`config.mk`:
```
export PLATFORM = sky130hd
export DESIGN_NAME = argmax_classifier
export DESIGN_NICKNAME = d
export VERILOG_FILES = /design/src/rtl/argmax_classifier.sv
export SDC_FILE = /design/constraint.sdc
export NUM_CORES = 1
export LEC_CHECK = 0
export ABC_AREA = 0
export BUFFER_PORTS_ARGS = -buffer_cell sky130_fd_sc_hd__buf_2
export CAP_MARGIN = 5
export CORE_AREA = 5 5 100 102
export CTS_CLUSTER_SIZE = 28
export DETAILED_ROUTE_END_ITERATION = 16
export DIE_AREA = 0 0 105 107
export PLACE_DENSITY = 0.73
export SYNTH_ARGS = -nofsm -noshare
export SYNTH_HDL_FRONTEND = slang
export SYNTH_SLANG_ARGS = --single-unit
```
`constraint.sdc`:
```
create_clock -name Clk -period 3.35 [get_ports Clk]
set_input_delay 0 -clock Clk [delete_from_list [all_inputs] [get_ports Clk]]
set_output_delay 0 -clock Clk [all_outputs]
set_load 0.005 [all_outputs]
```
`src/rtl/argmax_classifier.sv`:
```
// Scans NUM_CLASSES signed scores from a fixed-latency RAM and reports the index and value of the largest.
// Optional ARGMAX_MARGIN_EN adds second-best tracking with margin / low-confidence outputs.
module argmax_classifier #(
  parameter int unsigned NUM_CLASSES = 10,
  parameter int unsigned BASE_ADDR   = 0,
  parameter int unsigned RD_LATENCY  = 2
`ifdef ARGMAX_MARGIN_EN
  ,
  parameter logic signed [31:0] MARGIN_THRESH = 32'sd256
`endif
) (
  input  logic               Clk,
  input  logic               Reset,
  input  logic               i_start,
  input  logic signed [31:0] i_rd_data,
  output logic        [13:0] o_rd_addr,
  output logic        [3:0]  o_digit,
  output logic signed [31:0] o_max_score,
  output logic               o_busy,
  output logic               o_done
`ifdef ARGMAX_MARGIN_EN
  ,
  output logic        [31:0] o_margin,
  output logic               o_low_conf
`endif
);

  localparam int unsigned IDX_W  = 4;
  localparam int unsigned ADDR_W = 14;
  localparam int unsigned DATA_W = 32;
  localparam int unsigned CNT_W  = 2;

  localparam logic [IDX_W-1:0]  LAST_IDX  = IDX_W'(NUM_CLASSES - 1);
  localparam logic [CNT_W-1:0]  WAIT_INIT = CNT_W'(RD_LATENCY - 1);
  localparam logic [ADDR_W-1:0] BASE      = ADDR_W'(BASE_ADDR);

  typedef enum logic [2:0] {IDLE, ISSUE, WAIT, COMPARE, DONE} state_t;

  state_t                   r_state;
  state_t                   w_next;
  logic [IDX_W-1:0]         r_idx;
  logic [IDX_W-1:0]         r_best_idx;
  logic [IDX_W-1:0]         w_issue_idx;
  logic [CNT_W-1:0]         r_cnt;
  logic signed [DATA_W-1:0] r_best;
  logic                     r_best_valid;
  logic                     w_take;

  assign w_take      = !r_best_valid || (i_rd_data > r_best);
  assign w_issue_idx = (r_state == IDLE) ? '0 : r_idx + IDX_W'(1);

`ifdef ARGMAX_MARGIN_EN
  logic signed [DATA_W-1:0] r_second;
  logic                     r_second_valid;
  logic [DATA_W:0]          w_diff;
  logic [DATA_W-1:0]        w_margin;

  // best >= second always, so any carry into bit 31 or above means overflow of the 32-bit range
  assign w_diff   = {r_best[DATA_W-1], r_best} - {r_second[DATA_W-1], r_second};
  assign w_margin = (w_diff[DATA_W] || w_diff[DATA_W-1]) ? 32'h7FFF_FFFF : w_diff[DATA_W-1:0];
`endif

  // State register
  always_ff @(posedge Clk) begin
    if (Reset) r_state <= IDLE;
    else       r_state <= w_next;
  end

  // Next-state logic
  always_comb begin
    w_next = r_state;
    case (r_state)
      IDLE:    if (i_start) w_next = ISSUE;
      ISSUE:   w_next = (RD_LATENCY == 1) ? COMPARE : WAIT;
      WAIT:    if (r_cnt == CNT_W'(1)) w_next = COMPARE;
      COMPARE: w_next = (r_idx == LAST_IDX) ? DONE : ISSUE;
      DONE:    w_next = IDLE;
      default: w_next = IDLE;
    endcase
  end

  // Scan datapath and registered outputs
  always_ff @(posedge Clk) begin
    if (Reset) begin
      r_idx        <= '0;
      r_cnt        <= '0;
      r_best       <= '0;
      r_best_idx   <= '0;
      r_best_valid <= 1'b0;
      o_rd_addr    <= BASE;
      o_digit      <= '0;
      o_max_score  <= '0;
      o_busy       <= 1'b0;
      o_done       <= 1'b0;
`ifdef ARGMAX_MARGIN_EN
      r_second       <= '0;
      r_second_valid <= 1'b0;
      o_margin       <= '0;
      o_low_conf     <= 1'b0;
`endif
    end else begin
      o_busy <= (w_next != IDLE);
      o_done <= (r_state == DONE);

      // Address is set on entry to ISSUE and held until the matching COMPARE
      if (w_next == ISSUE)     o_rd_addr <= BASE + ADDR_W'(w_issue_idx);
      else if (w_next == IDLE) o_rd_addr <= BASE;

      case (r_state)
        IDLE: begin
          if (i_start) begin
            r_idx        <= '0;
            r_best_valid <= 1'b0;
`ifdef ARGMAX_MARGIN_EN
            r_second_valid <= 1'b0;
`endif
          end
        end
        ISSUE: r_cnt <= WAIT_INIT;
        WAIT:  r_cnt <= r_cnt - CNT_W'(1);
        COMPARE: begin
          if (w_take) begin
            r_best       <= i_rd_data;
            r_best_idx   <= r_idx;
            r_best_valid <= 1'b1;
`ifdef ARGMAX_MARGIN_EN
            if (r_best_valid) begin
              r_second       <= r_best;
              r_second_valid <= 1'b1;
            end
          end else if (!r_second_valid || (i_rd_data > r_second)) begin
            r_second       <= i_rd_data;
            r_second_valid <= 1'b1;
`endif
          end
          if (r_idx != LAST_IDX) r_idx <= r_idx + IDX_W'(1);
        end
        DONE: begin
          o_digit     <= r_best_idx;
          o_max_score <= r_best;
`ifdef ARGMAX_MARGIN_EN
          o_margin    <= w_margin;
          o_low_conf  <= ($signed(w_margin) < MARGIN_THRESH);
`endif
        end
        default: ;
      endcase
    end
  end

endmodule

```
==> impl_metrics.ini, run 1 <==
[die]
rows = 35
core-area_mm2 = 0.00902
die_y_um = 107
start_util_pct = 49.0
die_area_mm2 = 0.0112
die_w_um = 105
ioPinCount = 87

[global_routing]
grt_pass1_wl_mm = 16.3
antenna_found_initial = 0
grt_pass1_vias = 3594
grt_max_degree = 56
grt_usage_pct = 17.5
grt.overflow.total = 0

[clock_tree]
cts.clk_slew.worst_paths_ns = 0.09
post_cts_buffers = 0
clkLatencyLatePin_ns = 0.36
cts_tree = built
cts_root_buf = clkbuf_8
htree_num_levels = 3
cts_sinks = 88
cts_made_buffers = 9
clockBufferDepth = 2

[yosys]
yosys.area.top_type_share_pct = 39.9
synth_cells = 523
synth_area_mm2 = 0.00442
syn_area_per_cell_um2 = 8.45
async_flop_share_pct = 0
synth_edf_count = 0
synth_cell_types = 32
yosysWarningCount = 0
post-synth-top-count-cell = dfxtp_1
seq_area_frac_synth_pct = 39.9
synth_top_cell_by_area = dfxtp_1
synth-seq-cells = 88
synth_area_leaders = dfxtp_1 40%, nand2b_1 10%, ha_1 9.9%
synthFlopType = dfxtp_1
ys_top_cells_by_count = 88 x dfxtp_1, 85 x nand2_1, 72 x nand2b_1

[sta]
slew_headroom_pct = 51.4
tns_ns = 0
maxSlewViolCount = 0
rsz0062_at_grt = no
max_freq_mhz = 365
fin_crit_ns = 2.74
finalSetupViolCount = 0
period_share_pct = 81.9
skew_ns = 0.0123
hold_viol_final = 0
max_slew.worst_pin.slew_ns = 0.729

[layout]
drive_above_1_share_pct = 15.9
diodes = 0
utilization_pct = 58.9
final_nets = 688
area_growth_pct = 20.3
n_fill_cell = 812

[routing]
drc_errors = 0
vias = 3710
via_per_inst = 5.05
avgRoutedWirePerCell_um = 13.1
dr.pass1.iters = 4
routed_wl_mm = 9.64
drt.antenna.violating_nets = 0
drtIter0Drc = 84

[job]
cap_violations = 0

[power_and_ir_drop]
cellLeakagePower_nw = 2.09
ir_drop_uv = 245
power_density_mw_per_mm2 = 396

[critical_path]
critPathCapture = r_best[1]
path_max_fanout = 25
slowest_delay_ns = 0.43
rr_startpoint = r_best[14]
cp_cell_sequence = inv_1, ha_1, nand4_1, or3_1, nor2_1, a211oi_1, a21oi_1, nand3_2, buf_12, mux2i_1
r2r_end = r_best[1]
r2r_setup_slack_ns = 0.61
ff2ff_path_depth = 10
start_kind = register
cp_slowest_cell = or3_1
end_kind = register
crit_type = reg2reg
required_ns = 3.63
cp.arrival_ns = 3.02
crit_start = r_best[14]

[placed_design]
place_hpwl_mm = 6.81
io_buffers = 76
gp_congestion = 0.764

[min_path]
holdCritPathClass = in2reg

[status]
outcome = completed
==> metal layers <==
layer  wire length [um]  global-route usage (%)  vias to the layer above
met5                  0                       0                        -
met4                207                    6.85                        0
met3                510                    4.39                       22
met2               4540                    28.7                       96
met1               4380                    21.9                     1692
li1                   -                       -                     1900
==> power breakdown <==
group	switching (mW)	internal (mW)
Sequential	0.0234	1.07
Clock	0.388	0.346
Combinational	0.139	0.137
Total	0.550	1.55
==> registers in the layout (all words and copies together) (netlist names), 2 cells and up <==
register and cells:
r_cnt 2, r_state 3, r_best 32, r_idx 4, o_rd_addr 4, r_best_idx 4
o_max_score 32, o_digit 4
==> per-stage QoR <==
| step | power (mW) | hold WS [ns] | setup slack [ns] | cells | instance area (um2) |
|---|---|---|---|---|---|
| floorplan | 1.31 | 0.155 | 1.20 | 532 | 4450 |
| global placement | 1.35 | 0.283 | 0.691 | 685 | 4790 |
| detailed placement | 1.36 | 0.287 | 0.657 | 685 | 4790 |
| CTS | 2.12 | 0.215 | 0.583 | 734 | 5320 |
| global route | 2.22 | 0.260 | 0.396 | 734 | 5320 |
| finish | 2.10 | 0.216 | 0.608 | 734 | 5320 |
==> how the worst min path moves through the flow <==
stage	startpoint	end	slack [ns]	depth (start not counted)
after floorplan	i_rd_data[10]	r_best[10]	0.16	2
after global placement	i_rd_data[19]	r_best[19]	0.28	3
after detailed placement	i_rd_data[12]	r_best[12]	0.29	3
after CTS	Reset	o_max_score[5]	0.21	2
after global routing	Reset	o_max_score[7]	0.26	2
final	Reset	o_max_score[10]	0.22	2
==> worst max-delay path: cells and delay by family, from the launching register on <==
family	cells	cell delay, ns
DFF	1	0.38
and+or+nand+nor	4	1.09
muxes	1	0.19
buffers and inverters	2	0.38
AOI/OAI and AO/OA	2	0.30
adders and majority gates	1	0.31
==> placed cells by master (no fill, tap or decap), types with 2 or more instances in the layout <==
cell type	instances
clkbuf_8	9
mux2i_1	36
or4b_1	2
inv_1	36
conb_1	10
or3_1	3
a21o_1	2
buf_4	4
nand2_1	85
clkinv_2	3
a211oi_1	4
clkinv_4	2
a21oi_1	60
nand2b_1	72
nand4_1	8
ha_1	35
buf_2	76
dlygate4sd3_1	33
o21ai_0	10
nor3_1	6
xnor2_1	2
nor4_1	2
dfxtp_1	88
nor2_1	14
nand3_1	7
==> cell families (layout without fill, tap and decap cells) <==
group / count (synthesis) / after routing / synth area share (%)
compound gates: 81 / 81 / 9.85
simple gates: 203 / 203 / 22.9
xor+xnor: 3 / 3 / 0.595
buf+inv: 75 / 166 / 8.41
mux: 37 / 37 / 8.41
other cells: 1 / 10 / 0.0848
flops: 88 / 88 / 39.9
fa+ha+maj: 35 / 35 / 9.91
==> final cells by class <==
cell class	instances	area, um2	area share [%]
multi-input combinational	369	2330	43.7
clock inverter	7	71.3	1.34
clock buffer	9	124	2.33
inverter	36	135	2.54
sequential	88	1760	33.1
timing repair buffer	114	761	14.3
tap	111	139	2.61
==> timing repair <==
item | CTS | global route
hold endpoints to repair | 33 | 0
resized for setup | 0 | 0
hold buffers | 33 | 0
(Power assumes the default switching activity.)
==> inputs of run 2 (changes only) <==
--- a/config.mk
+++ b/config.mk
@@ -8,11 +8,11 @@
 export ABC_AREA = 0
 export BUFFER_PORTS_ARGS = -buffer_cell sky130_fd_sc_hd__buf_2
 export CAP_MARGIN = 5
-export CORE_AREA = 5 5 100 102
+export CORE_AREA = 5 5 101 103
 export CTS_CLUSTER_SIZE = 28
 export DETAILED_ROUTE_END_ITERATION = 16
-export DIE_AREA = 0 0 105 107
-export PLACE_DENSITY = 0.73
+export DIE_AREA = 0 0 106 108
+export PLACE_DENSITY = 0.74
 export SYNTH_ARGS = -nofsm -noshare
 export SYNTH_HDL_FRONTEND = slang
 export SYNTH_SLANG_ARGS = --single-unit
==> constraint.sdc (replaced) <==
create_clock -name Clk -period 2.48 [get_ports Clk]
set_input_delay 0 -clock Clk [delete_from_list [all_inputs] [get_ports Clk]]
set_output_delay 0 -clock Clk [all_outputs]
set_load 0.005 [all_outputs]
==> impl_metrics.ini, run 2 (synthesized netlist as in run 1, its figures left out) <==
[clock_tree]
htree_num_levels = 3
cts_tree = built
cts_sinks = 88
cts.clk_slew.worst_paths_ns = 0.09
cts_root_buf = clkbuf_8
cts_made_buffers = 9
clkLatencyLatePin_ns = 0.36
clockBufferDepth = 2

[sta]
hold_viol_final = 0
slew_headroom_pct = 54.3
max_freq_mhz = 416
skew_ns = 0.0132
fin_crit_ns = 2.41
maxSlewViolCount = 0
max_slew.worst_pin.slew_ns = 0.686
period_share_pct = 97.0
finalSetupViolCount = 0

[job]
cap_violations = 0

[power_and_ir_drop]
power_density_mw_per_mm2 = 525
combPwrFrac_pct = 13.5
total_power_mw = 2.81
swShare_pct = 27.3
netSwitchingPower_mw = 0.768
ir_drop_uv = 364
cellLeakagePower_nw = 2.10
pwr-share-clk_pct = 33.8
internal_power_mw = 2.04
p_seq_share_pct = 52.7

[die]
start_util_pct = 48.5
die_w_um = 106
die_area_mm2 = 0.0114
core-area_mm2 = 0.00911
ioPinCount = 87
die_y_um = 108
rows = 35

[layout]
mostFrequentLayoutCells = 85 x nand2_1, 82 x dfxtp_1, 76 x buf_2, 72 x nand2b_1, 60 x a21oi_1
area_growth_pct = 21.2
drive_above_1_share_pct = 17.7
final_nets = 691
reg_top3 = o_max_score x32, r_best x32
final_area_mm2 = 0.00536
layout_commonest_cell = nand2_1
diodes = 0
n_fill_cell = 828

[global_routing]
grt_max_degree = 50
grt_usage_pct = 17.8
grt_pass1_vias = 3664
antenna_found_initial = 0
grt_pass1_wl_mm = 16.6
grt.overflow.total = 0

[critical_path]
path_max_fanout = 11
r2r_setup_slack_ns = 0.07
required_ns = 2.76
rr_startpoint = r_best[11]
slowest_delay_ns = 0.42
end_kind = register
cp_slowest_cell = or3_4
crit_family = simple AND/OR/NAND/NOR gates
start_kind = register
cp_cell_sequence = inv_1, ha_1, nand4_1, or3_4, a21oi_1, or4b_1, nand3_1, nand3_2, buf_6, mux2i_1
ff2ff_path_depth = 10
r2r_end = r_best[31]
cp.arrival_ns = 2.68
critPathBufInv = 2
crit_type = reg2reg

[routing]
vias = 3707
drtIter0Drc = 122
via_per_inst = 5.03
drc_errors = 0
avgRoutedWirePerCell_um = 13.6
drt.antenna.violating_nets = 0
routed_wl_mm = 10.0
dr.pass1.iters = 4

[placed_design]
place_hpwl_mm = 7.17
place_area_mm2 = 0.00479
gp_congestion = 0.826
io_buffers = 76

[min_path]
holdCritPathClass = in2reg
hp-start = Reset
whs_endpoint = r_idx[1]
holdPathStages = 2

[status]
outcome = completed
## run 2: changes by cell type in the layout (fill, tap and decap cells not counted), moves of 2 or more
cell / change
clkinvlp_4: +2
buf_6: +2
dfxtp_1: -6
dfxtp_2: +6
inv_6: +2
clkinv_2: -3
## run 2: per-stage QoR
step	utilization [%]	TNS, ns	setup WS [ns]	hold WS, ns	cells
floorplan	-	0	0.331	0.155	532
global placement	52.6	0	0.138	0.281	687
detailed placement	52.6	-0.0160	-0.0160	0.292	687
CTS	58.5	0	0.00227	0.169	736
global route	58.8	-0.0279	-0.00740	0.229	737
finish	58.8	0	0.0733	0.172	737
## run 2: what timing repair did
action,in CTS,in global routing
setup endpoints to repair,10,36
endpoints found under the hold margin,33,0
pin swaps,0,3
buffers inserted,0,1
hold buffers,33,0
resized for setup,3,12
## run 2: worst max-delay path by stage
stage | startpoint | end | slack [ns] | cells past startpoint
3_3_place_gp | r_best[14] | r_best[20] | 0.14 | 10
2_1_floorplan | r_best[1] | r_best[10] | 0.33 | 11
5_1_grt | r_best[14] | r_best[24] | -0.007 | 10
3_5_place_dp | r_best[14] | r_best[2] | -0.02 | 10
6_report | r_best[11] | r_best[31] | 0.07 | 10
4_1_cts | r_best[14] | r_best[31] | 0.002 | 10
## run 2: final cells by class
class	count	area, um2	share of cell area (%)
Multi-Input combinational cell	369	2340	43.6
Clock inverter	6	50.0	0.934
Clock buffer	10	138	2.57
Inverter	36	135	2.52
Sequential cell	88	1770	33.0
Timing Repair Buffer	117	791	14.8
Tap cell	111	139	2.59
## run 2: per-layer routing
metal,part of all wire [%],global-route usage [%]
met2,48,31.6
met5,0,0
met4,1.1,5.09
met3,4.4,4.18
met1,46,21.6
## run 2: power groups by stage
stage | registers (mW) | clock network, mW | logic [mW]
after detailed placement | 1.51 | 0 | 0.332
after global routing | 1.49 | 1.05 | 0.428
final | 1.48 | 0.951 | 0.379
after floorplan | 1.50 | 0 | 0.272
after global placement | 1.51 | 0 | 0.319
after CTS | 1.48 | 0.974 | 0.375
==> inputs of run 3 (changes only) <==
--- a/config.mk
+++ b/config.mk
@@ -6,13 +6,13 @@
 export NUM_CORES = 1
 export LEC_CHECK = 0
 export ABC_AREA = 0
-export BUFFER_PORTS_ARGS = -buffer_cell sky130_fd_sc_hd__buf_2
+export BUFFER_PORTS_ARGS = -buffer_cell sky130_fd_sc_hd__buf_4
 export CAP_MARGIN = 5
 export CORE_AREA = 5 5 101 103
 export CTS_CLUSTER_SIZE = 28
 export DETAILED_ROUTE_END_ITERATION = 16
 export DIE_AREA = 0 0 106 108
-export PLACE_DENSITY = 0.74
+export PLACE_DENSITY = 0.75
 export SYNTH_ARGS = -nofsm -noshare
 export SYNTH_HDL_FRONTEND = slang
 export SYNTH_SLANG_ARGS = --single-unit
==> impl_metrics.ini, run 3 (synthesized netlist as in run 1, its figures left out) <==
[status]
outcome = completed

[routing]
wirelength_met1_mm = 4.59
met3_length_um = 320
drt.antenna.violating_nets = 0
routed_wl_mm = 10.0
drc_errors = 0
wl_met2_mm = 4.91
drtIter0Drc = 92
via_per_inst = 4.98
highest_layer = met4
avgRoutedWirePerCell_um = 13.5
dr.pass1.iters = 4
vias = 3687

[sta]
fin_crit_ns = 2.37
skew_ns = 0.00890
period_share_pct = 95.6
holdWs_ns = 0.201
max_slew.worst_pin.slew_ns = 0.749
layout_setup_ws_ns = 0.109
hold_viol_final = 0
finalSetupViolCount = 0
max_freq_mhz = 422
maxSlewViolCount = 0
slew_headroom_pct = 50.0

[global_routing]
grt_usage_pct = 17.5
grt_pass1_wl_mm = 16.5
antenna_found_initial = 0
grt_pass1_vias = 3629
grt_max_degree = 96
grt.overflow.total = 0

[clock_tree]
cts_sinks = 88
cts.clk_slew.worst_paths_ns = 0.08
clockBufferDepth = 2
htree_num_levels = 3
clkLatencyLatePin_ns = 0.35
cts_root_buf = clkbuf_8
cts_made_buffers = 9
cts_tree = built

[min_path]
holdCritPathClass = in2reg

[die]
core-area_mm2 = 0.00911
die_y_um = 108
start_util_pct = 48.5
die_area_mm2 = 0.0114
ioPinCount = 87
die_w_um = 106
rows = 35

[layout]
layout.cells.non_filler = 740
final_nets = 694
layout_commonest_cell = dfxtp_1
n_fill_cell = 797
multi_input_area_mm2 = 0.00236
drive_above_1_share_pct = 17.3
seqCellArea_mm2 = 0.00176
area_growth_pct = 27.2
mostFrequentLayoutCells = 87 x dfxtp_1, 85 x nand2_1, 83 x buf_4, 72 x nand2b_1, 58 x a21oi_1
utilization_pct = 61.7
reg_top3 = o_max_score x32, r_best x32
diodes = 0

[critical_path]
cp_cell_sequence = inv_1, ha_1, nand4_1, buf_4, buf_4, a21oi_1, or4b_1, nand3_1, nand3_4, clkbuf_16, mux2i_1
end_kind = register
start_kind = register
path_max_fanout = 13
required_ns = 2.72
cp_slowest_cell = or4b_1
slowest_delay_ns = 0.54
crit_type = reg2reg
cp.arrival_ns = 2.61
critPathMostFrequentCell = buf_4

[power_and_ir_drop]
ir_drop_uv = 283
total_power_mw = 2.90
power_density_mw_per_mm2 = 516
cellLeakagePower_nw = 2.16

[placed_design]
io_buffers = 76
gp_congestion = 0.808
place_hpwl_mm = 7.01
dp.cells = 687
post-place-ws_ns = 0.0810

[job]
cap_violations = 0
## run 3: cell types whose count changed in the layout (fill, tap and decap cells not counted), moves of 2 or more
cell / previous run / this run
dfxtp_1: 82 / 87
clkinvlp_4: 2 / 0
dfxtp_2: 6 / 1
buf_4: 5 / 83
clkbuf_1: 0 / 2
a21oi_1: 60 / 58
inv_6: 3 / 0
clkinv_2: 0 / 2
buf_2: 76 / 0
a21oi_2: 0 / 2
## run 3: worst paths after layout
kind                                      from        endpoint  slack [ns]  cells past startpoint
worst max register to register      r_best[14]      r_best[29]        0.11                     11
worst min-delay path                     Reset          o_done        0.20                      2
worst max-delay path                r_best[14]      r_best[29]        0.11                     11
worst min register to register  o_max_score[6]  o_max_score[6]        0.46                      2
## run 3: final cells by class
type | count | area share (%)
Clock buffer | 13 | 2.83
Clock inverter | 3 | 0.712
Inverter | 36 | 2.40
Multi-Input combinational cell | 369 | 41.9
Sequential cell | 88 | 31.4
Tap cell | 111 | 2.47
Timing Repair Buffer | 120 | 18.3
## run 3: worst max-delay path, delay by kind of cell (launching register included)
family	cells	cell delay, ns
AND/OR/NAND/NOR	4	0.93
buffers and inverters	4	0.49
flip-flops	1	0.36
adder cells (fa/ha/maj)	1	0.31
multiplexers	1	0.13
AO/OA/AOI/OAI	1	0.03
## run 3: through the flow
step	setup TNS [ns]	cell area [um2]
finish	0	5620
CTS	0	5540
global route	-0.00238	5620
floorplan	0	4450
detailed placement	0	5010
global placement	0	5010
## run 3: where the power goes
group | internal, mW | switching (mW) | total [mW]
combinational | 0.213 | 0.197 | 0.410
sequential | 1.45 | 0.0326 | 1.48
clock | 0.519 | 0.491 | 1.01
total | 2.18 | 0.720 | 2.90
## run 3: repair_timing
| action | in CTS | in global routing |
|---|---|---|
| endpoints found under the hold margin | 33 | 0 |
| buffers inserted | 0 | 3 |
| gates resized for setup | 0 | 9 |
| endpoints found under the setup margin | 0 | 36 |
| hold buffers | 33 | 0 |
## run 3: layer usage
layer	GRT usage, %	vias to the layer above
met4	6.57	0
li1	-	1907
met2	30.4	62
met1	21.7	1702
met3	3.16	16
met5	0	-
